## config.mk

```make
export PLATFORM = sky130hd
export DESIGN_NAME = seq_uart_reporter
export DESIGN_NICKNAME = d
export VERILOG_FILES = /design/src/rtl/seq_report_pkg.sv /design/src/rtl/uart_tx_byte.sv /design/src/rtl/seq_uart_reporter.sv
export SDC_FILE = /design/constraint.sdc
export NUM_CORES = 1
export LEC_CHECK = 0
export ABC_CLOCK_PERIOD_IN_PS = 2650
export BUFFER_PORTS_ARGS = -buffer_cell sky130_fd_sc_hd__buf_2
export CORE_ASPECT_RATIO = 1.4
export CORE_MARGIN = 2
export CORE_UTILIZATION = 30
export CTS_CLUSTER_SIZE = 25
export DETAILED_ROUTE_END_ITERATION = 8
export HOLD_SLACK_MARGIN = 0.06
export PLACE_DENSITY = 0.48
export SYNTH_ARGS = -nofsm -noshare
export SYNTH_HDL_FRONTEND = slang
export SYNTH_SLANG_ARGS = --single-unit
```

## constraint.sdc

```tcl
create_clock -name clk -period 2.65 [get_ports clk]
set_input_delay 0.1325 -clock clk [delete_from_list [all_inputs] [get_ports clk]]
set_output_delay 0.1325 -clock clk [all_outputs]
set_load 0.01 [all_outputs]
```

## src/rtl/seq_report_pkg.sv

```systemverilog
// Shared constants and types for the sequence-detector UART reporter.
// Frame layout and the byte-level transmitter state encoding.
package seq_report_pkg;

  localparam logic [7:0] SYNC_BYTE   = 8'hA5;
  localparam int         FRAME_BYTES = 8;

  typedef enum logic [1:0] {
    IDLE,
    START,
    DATA,
    STOP
  } tx_state_e;

  function automatic logic [7:0] frame_cksum(
    input logic [15:0] a,
    input logic [15:0] f,
    input logic [15:0] p
  );
    return a[15:8] ^ a[7:0] ^ f[15:8] ^ f[7:0] ^ p[15:8] ^ p[7:0];
  endfunction

endpackage

```

## src/rtl/uart_tx_byte.sv

```systemverilog
// 8N1 byte transmitter; done pulses in the last stop-bit cycle so the
// next byte can be chained with no idle gap.
module uart_tx_byte
  import seq_report_pkg::*;
#(
  parameter int CLKS_PER_BIT = 868
) (
  input  logic       clk,
  input  logic       rst,
  input  logic       start,
  input  logic [7:0] data,
  output logic       tx,
  output logic       done
);

  localparam int TW = (CLKS_PER_BIT > 1) ? $clog2(CLKS_PER_BIT) : 1;
  localparam logic [TW-1:0] T_LOAD = TW'(CLKS_PER_BIT - 1);

  tx_state_e     r_state;
  tx_state_e     w_state_nx;
  logic [TW-1:0] r_timer;
  logic [2:0]    r_bit;
  logic [7:0]    r_shift;
  logic          r_tx;
  logic          w_tick;
  logic          w_go;

  assign w_tick = (r_timer == '0);
  assign tx     = r_tx;

  always_comb begin
    w_state_nx = r_state;
    done       = 1'b0;
    w_go       = 1'b0;
    unique case (r_state)
      IDLE: begin
        w_go = start;
        if (start) w_state_nx = START;
      end
      START: if (w_tick) w_state_nx = DATA;
      DATA:  if (w_tick && r_bit == 3'd7) w_state_nx = STOP;
      STOP: begin
        if (w_tick) begin
          done       = 1'b1;
          w_go       = start;
          w_state_nx = start ? START : IDLE;
        end
      end
    endcase
  end

  always_ff @(posedge clk or negedge rst) begin
    if (!rst) begin
      r_state <= IDLE;
      r_timer <= T_LOAD;
      r_bit   <= 3'd0;
      r_shift <= 8'd0;
      r_tx    <= 1'b1;
    end else begin
      r_state <= w_state_nx;
      if (r_state == IDLE || w_tick) r_timer <= T_LOAD;
      else                           r_timer <= r_timer - 1'b1;
      if (w_go) begin
        r_shift <= data;
        r_tx    <= 1'b0;
        r_bit   <= 3'd0;
      end else if (w_tick) begin
        unique case (r_state)
          START: begin
            r_tx    <= r_shift[0];
            r_shift <= r_shift >> 1;
          end
          DATA: begin
            if (r_bit == 3'd7) begin
              r_tx <= 1'b1;
            end else begin
              r_tx    <= r_shift[0];
              r_shift <= r_shift >> 1;
              r_bit   <= r_bit + 3'd1;
            end
          end
          default: r_tx <= 1'b1;
        endcase
      end
    end
  end

endmodule

```

## src/rtl/seq_uart_reporter.sv

```systemverilog
// Decimates dclk, snapshots amp/freq/phase and sends them as an
// 8-byte UART frame (sync, six data bytes, XOR checksum).
module seq_uart_reporter
  import seq_report_pkg::*;
#(
  parameter int M            = 14,
  parameter int CLKS_PER_BIT = 868,
  parameter int DECIM        = 256
) (
  input  logic         clk,
  input  logic         rst,
  input  logic         dclk,
  input  logic         en,
  input  logic [M-1:0] Vpos_amp,
  input  logic [15:0]  Vpos_freq,
  input  logic [15:0]  Vpos_phase,
  output logic         uart_tx,
  output logic         busy,
  output logic [7:0]   overrun_cnt
);

  logic        r_sync1, r_sync2, r_sync3;
  logic [15:0] r_dcnt;
  logic [15:0] r_amp, r_freq, r_phase;
  logic [2:0]  r_idx;
  logic        r_busy;
  logic [7:0]  r_ovr;
  logic        w_rise, w_wrap, w_trigger, w_accept;
  logic        w_done, w_last, w_start;
  logic [2:0]  w_sel;
  logic [7:0]  w_byte;

  assign w_rise    = r_sync2 & ~r_sync3;
  assign w_wrap    = (r_dcnt == 16'(DECIM - 1));
  assign w_trigger = en & w_rise & w_wrap;
  assign w_accept  = w_trigger & ~r_busy;
  assign w_last    = (r_idx == 3'(FRAME_BYTES - 1));
  assign w_start   = w_accept | (w_done & ~w_last);
  // on a chained start the mux must already present the next byte
  assign w_sel     = w_done ? r_idx + 3'd1 : r_idx;

  always_comb begin
    w_byte = SYNC_BYTE;
    unique case (w_sel)
      3'd0: w_byte = SYNC_BYTE;
      3'd1: w_byte = r_amp[15:8];
      3'd2: w_byte = r_amp[7:0];
      3'd3: w_byte = r_freq[15:8];
      3'd4: w_byte = r_freq[7:0];
      3'd5: w_byte = r_phase[15:8];
      3'd6: w_byte = r_phase[7:0];
      3'd7: w_byte = frame_cksum(r_amp, r_freq, r_phase);
    endcase
  end

  always_ff @(posedge clk or negedge rst) begin
    if (!rst) begin
      r_sync1 <= 1'b0;
      r_sync2 <= 1'b0;
      r_sync3 <= 1'b0;
      r_dcnt  <= 16'd0;
    end else begin
      r_sync1 <= dclk;
      r_sync2 <= r_sync1;
      r_sync3 <= r_sync2;
      if (!en)         r_dcnt <= 16'd0;
      else if (w_rise) r_dcnt <= w_wrap ? 16'd0 : r_dcnt + 16'd1;
    end
  end

  always_ff @(posedge clk or negedge rst) begin
    if (!rst) begin
      r_amp   <= 16'd0;
      r_freq  <= 16'd0;
      r_phase <= 16'd0;
      r_idx   <= 3'd0;
      r_busy  <= 1'b0;
      r_ovr   <= 8'd0;
    end else begin
      if (w_accept) begin
        r_amp   <= 16'(Vpos_amp);
        r_freq  <= Vpos_freq;
        r_phase <= Vpos_phase;
        r_busy  <= 1'b1;
        r_idx   <= 3'd0;
      end else if (w_done) begin
        r_idx  <= w_last ? 3'd0 : r_idx + 3'd1;
        r_busy <= ~w_last;
      end
      if (w_trigger && r_busy && r_ovr != 8'hFF) r_ovr <= r_ovr + 8'd1;
    end
  end

  uart_tx_byte #(
    .CLKS_PER_BIT(CLKS_PER_BIT)
  ) u_tx (
    .clk  (clk),
    .rst  (rst),
    .start(w_start),
    .data (w_byte),
    .tx   (uart_tx),
    .done (w_done)
  );

  assign busy        = r_busy;
  assign overrun_cnt = r_ovr;

endmodule
```

-- After elaboration in Yosys (flattened, before gate mapping)
Index checks and enable logic that the tools add are counted.
- bitwise logic cells: 14
- reduce and logical (&&, ||, !) cells: 14
- mux-type cells: 33
- eq/ne operators: 21
- add/sub/neg operators: 5
- operators by type and width (kind ; number):
    8-bit one-hot mux with 8 select lines ; 1
    16-bit two-way mux ; 3
    8-bit bitwise XOR ; 4
    3-bit two-way mux ; 8
    8-bit two-way mux ; 3
    3-bit equality test (second input constant) ; 6
    16-bit by 1-bit adder with 16-bit output (second input constant) ; 1
    16-bit by 8-bit equality test with 1-bit output (second input constant) ; 1
    8-bit one-hot mux with 2 select lines ; 1
    2-bit by 1-bit inequality test with 1-bit output (second input constant) ; 6
    10-bit logical NOT ; 1
    10-bit two-way mux ; 1
    10-bit by 1-bit subtractor with 10-bit output (second input constant) ; 1
    1-bit two-way mux ; 9
    8-bit by 1-bit adder with 8-bit output (second input constant) ; 1
    2-bit two-way mux ; 4
    8-bit inequality test (second input constant) ; 1
    2-bit one-hot mux with 4 select lines ; 1
    6-bit by 8-bit bitwise XOR with 8-bit output ; 1
    3-bit by 1-bit adder with 3-bit output (second input constant) ; 2
    3-bit by 2-bit equality test with 1-bit output (second input constant) ; 2
    3-bit AND reduction ; 2
    2-bit nonzero test ; 3
    1-bit AND ; 5
    other kinds (13) ; 19
- register bits after elaboration: 101
- logic and storage cells: 102
- input port bits: 50
- output and inout bits: 10

-- Logic depth before layout (Yosys ltp)
- depth after elaboration: 10
- gate-level depth with buffers: 10
- depth with buffers taken out: 8

-- Cells and area by module
Synthesis repeated with hierarchy kept, for this count alone.
- cell total of the unflattened synthesis: 495
- area total of the unflattened synthesis: 5580.4 sq um
- by module, submodules not included (module ; cells an instance ; times used ; area an instance (sq um) ; seq. area each (sq um)):
    seq_uart_reporter ; 371 ; 1 ; 4246.6 ; 1926.8
    uart_tx_byte ; 124 ; 1 ; 1333.8 ; 609.3

-- Worst setup path after synthesis
Ideal clock, no wire load.
- path type: register to register
- start point: reg u_tx.r_timer[2]
- end point: reg u_tx.r_shift[1]
- path slack: 103 ps
- data arrival time: 2429 ps
- cell stages (with the launch flop): 7
- clock period less this slack: 2547 ps
- library setup time: 119 ps
- path buffers: 0
- path through: dfrtp_1 > or4_4 > nor4_4 > mux2_2 > a222oi_1 > o2111ai_1 > o21a_1
- cells in the longest elaborated chain, start to end: 9
- elaborated cells between the ends (all ways): 22
- classes of those cells: eq/ne: 8; mux: 7; bitwise: 2; reduce/logical: 5
- RTL lines (what ; line ; RTL):
    start: declaration ; uart_tx_byte.sv:21 ; logic [TW-1:0] r_timer;
    start signal: assignment ; uart_tx_byte.sv:62 ; else r_timer <= r_timer - 1'b1;
    10-bit logical NOT (*) ; uart_tx_byte.sv:28 ; assign w_tick = (r_timer == '0);
    1-bit two-way mux ; uart_tx_byte.sv:43 ; if (w_tick) begin
    1-bit two-way mux ; uart_tx_byte.sv:35 ; unique case (r_state)
    1-bit AND ; seq_uart_reporter.sv:38 ; assign w_start = w_accept | (w_done & ~w_last);
    1-bit OR ; seq_uart_reporter.sv:38 ;
    1-bit two-way mux ; uart_tx_byte.sv:43 ;
    1-bit one-hot mux with 2 select lines ; uart_tx_byte.sv:35 ;
    3-bit by 2-bit inequality test with 1-bit output (no line), or another cell as far along ; -- ;
    3-bit AND reduction (no line) ; -- ;
    end signal: assignment ; uart_tx_byte.sv:64 ; r_shift <= data;
    end signal: assignment ; uart_tx_byte.sv:71 ; r_shift <= r_shift >> 1;
    end signal: assignment ; uart_tx_byte.sv:78 ; r_shift <= r_shift >> 1;
    end: declaration ; uart_tx_byte.sv:23 ; logic [7:0] r_shift;
Mark *: on every way between the ends. The rest lies on a longest branch, timed or not.
A chain may end at the register's enable or synchronous reset.

-- Worst setup path in the final report
- start point: reg u_tx.r_timer[4]
- end point: reg u_tx.r_shift[2]
The elaborated chain is that of the path after synthesis.

==> metrics.yaml <==
drive_above_1_share: 0.2851
setup-tns-final_ns: 0
core_mm2: 0.01853
synthArstFlopShare: 1.000
seq_area_frac_synth: 0.4476
area_growth_syn_to_layout_pct: 27.22
num_rows: 59
rsz0062_at_grt: "no"
ctsLongestPathBuffers: 2
routed_wl_mm: 13.62
cts_tree: "built"
worstSetupStartpoint: "u_tx.r_timer[4]$_DFF_PN0_"
routedWlPerCell_um: 15.01
synth_edf_count: 0
status: "completed"
post-route-period-util: 0.9522
die_h_um: 166.6
synthesis.area_mm2: 0.005667
drt_first_pass_iters: 7
crit_fanout: 8
grt-ovfl-total: 0
io_buffer_count: 59
fmax_mhz: 396.3
grt_first_pass_wirelength_mm: 23.00
antenna_left: 0
die_area_mm2: 0.02002
die_w_um: 120.2
ir_drop_mv: 0.2483
crit_required_ns: 2.94
insertion_delay_ns: 0.36
maxCapViolations: 0
syn-num-nets: 590
gp_congestion: 0.7873
finalHoldViolCount: 0
power.leakage_nw: 3.205
crit-reg2reg-launch: "u_tx.r_timer[4]$_DFF_PN0_"
cts_buffers: 9
fin_nets: 720
grtUsageTotal: 0.1430
synth_cells: 528
worst_hold_path_type: "input pin to flip-flop"
cts-root-buf: "clkbuf_16"
final_area_mm2: 0.007209
met3_usage: 0.02295
slew_headroom: 0.6424
yosysTopAreaCell: "dfrtp_1"
cp.arrival_ns: 2.81
yosysUniqueCellTypes: 67
drc: 0
synth_flop_cell: "dfrtp_1"
reg2reg_depth: 7
dp_hpwl_mm: 10.02
worst_pin_slew_ns: 0.5260
grt_max_degree: 41
netlist_top_cells_area: "dfrtp_1 42%, mux2_2 11%, xnor2_1 5.9%"
top_usage_layer: "met2"
vias: 4568
maxSlewViolCount: 0
power.density_mw_per_mm2: 421.8
antenna_cells: 0
fin_crit_ns: 2.523
cp-endpoint: "u_tx.r_shift[2]$_DFFE_PN0P_"
r2r_setup_slack_ns: 0.13
yosys_warnings: 0
synth-seq-cells: 101
drt_iter0_markers: 245
hold_depth: 2
use_met1: 0.1702
pin_count: 60
cts.sink_count: 101
grt_pass1_vias: 4708
startpoint_type: "flip-flop"
fin_skew_ns: 0.009573
report.final.setup_viol: 0
ys_top_cells_by_count: "94 x dfrtp_1, 57 x mux2_2, 44 x nand2_1, 38 x xnor2_1, 35 x nor2_1"
placed_area_mm2: 0.006394
gr-usage-met2: 0.2473
vias_per_cell: 5.036
end_kind: "flip-flop"
synth_top_area_share: 0.4151
synth_most_common_cell: "dfrtp_1"
clk_pin_slew_worst_paths_ns: 0.08
timing.rr.end: "u_tx.r_shift[2]$_DFFE_PN0P_"
antenna_found_initial: 0
fin_hold_ws_ns: 0.08947
cts_htree_levels: 3
initial_utilization: 0.3058
synth_area_per_cell_um2: 10.73
critPathKind: "flip-flop to flip-flop"
final cells by class:
cell class | count | area (um^2)
multi-input cells | 394 | 2977
flip-flops and latches | 101 | 2536
well taps | 244 | 305.3
inverters | 10 | 37.54
fillers | 1833 | 11320
clock buffers | 9 | 225.2
clock inverters | 7 | 71.32
repair buffers | 142 | 1057
cell usage in the layout (no fill, tap or decap), types with 4 or more instances in the layout:
cell,n
dfrtp_1,94
o21ai_0,19
o21a_1,5
nand2_1,44
a222oi_1,9
o31ai_1,6
nor3b_1,5
mux2_2,56
mux2i_1,8
or3_1,5
ha_1,12
buf_4,34
a21oi_1,11
dfstp_2,7
buf_2,58
a22oi_1,4
clkbuf_16,9
nor4_1,4
nand4_1,9
inv_8,4
or4_1,5
inv_1,10
and3_1,5
nand3_1,23
xor2_1,9
xnor2_1,38
dlygate4sd3_1,48
o22ai_1,5
nor3_1,15
nor2_1,35
nor2b_1,6
power by group:
group          switching [mW]  internal, mW
logic                  0.0627        0.0825
clock network           0.676         0.673
registers             0.00308          1.54
total                   0.741          2.30
per-layer routing:
metal / vias up / routed length, um
li1: 2190 / -
met1: 2250 / 5914
met2: 99 / 6917
met3: 29 / 387
met4: 0 / 399
met5: - / 0
state kept, by name, indices dropped and copies added (netlist names), 2 cells and up:
| register | flops |
|---|---|
| r_phase | 16 |
| u_tx.r_shift | 8 |
| overrun_cnt | 8 |
| u_tx.r_bit | 3 |
| u_tx.r_state | 2 |
| r_amp | 14 |
| u_tx.r_timer | 10 |
| r_freq | 16 |
| r_idx | 3 |
| r_dcnt | 16 |
worst max-delay path, cell delays in order, from the launching register on:
cell	delay, ns
dfrtp_1	0.42
or4_4	0.56
nor4_4	0.25
buf_6	0.18
mux2i_2	0.50
a222oi_1	0.18
and4_1	0.23
a21boi_1	0.13
stage by stage:
stage / setup WS (ns) / total power, mW / std cells / util
floorplan: 0.1025 / 1.591 / 528 / -
global placement: 0.02037 / 1.670 / 842 / 0.3451
detailed placement: -0.03503 / 1.672 / 842 / 0.3451
CTS: 0.01935 / 3.083 / 907 / 0.3880
global route: 0.009824 / 3.167 / 907 / 0.3891
finish: 0.1268 / 3.041 / 907 / 0.3891
what timing repair did:
item | in CTS | in global routing
pin swaps | 1 | 4
buffers inserted | 1 | 0
gates cloned | 0 | 0
endpoints found under the hold margin | 77 | 0
gates resized for setup | 3 | 3
hold buffers | 48 | 0
endpoints found under the setup margin | 4 | 7
logic make-up (layout without fill, tap and decap cells):
family | count (synthesis) | count (layout) | synth area share
AO/OA/AOI/OAI | 85 | 85 | 0.1111
XOR/XNOR | 50 | 50 | 0.08457
adder cells (fa/ha/maj) | 12 | 12 | 0.02650
buffers and inverters | 33 | 168 | 0.03224
flip-flops | 101 | 101 | 0.4476
multiplexers | 66 | 66 | 0.1292
AND/OR/NAND/NOR | 181 | 181 | 0.1689
worst min-delay path by stage:
stage                     startpoint                         to  slack [ns]
after detailed placement         rst  u_tx.r_timer[7]$_DFF_PN0_        0.16
after floorplan                  rst           busy$_DFFE_PN0P_       -0.16
final                             en      r_dcnt[8]$_DFFE_PN0P_        0.09
after CTS                         en      r_dcnt[8]$_DFFE_PN0P_        0.07
after global routing              en      r_dcnt[8]$_DFFE_PN0P_        0.09
after global placement           rst  u_tx.r_timer[3]$_DFF_PN0_        0.15
Note: power is estimated with default switching activity, not from simulation.
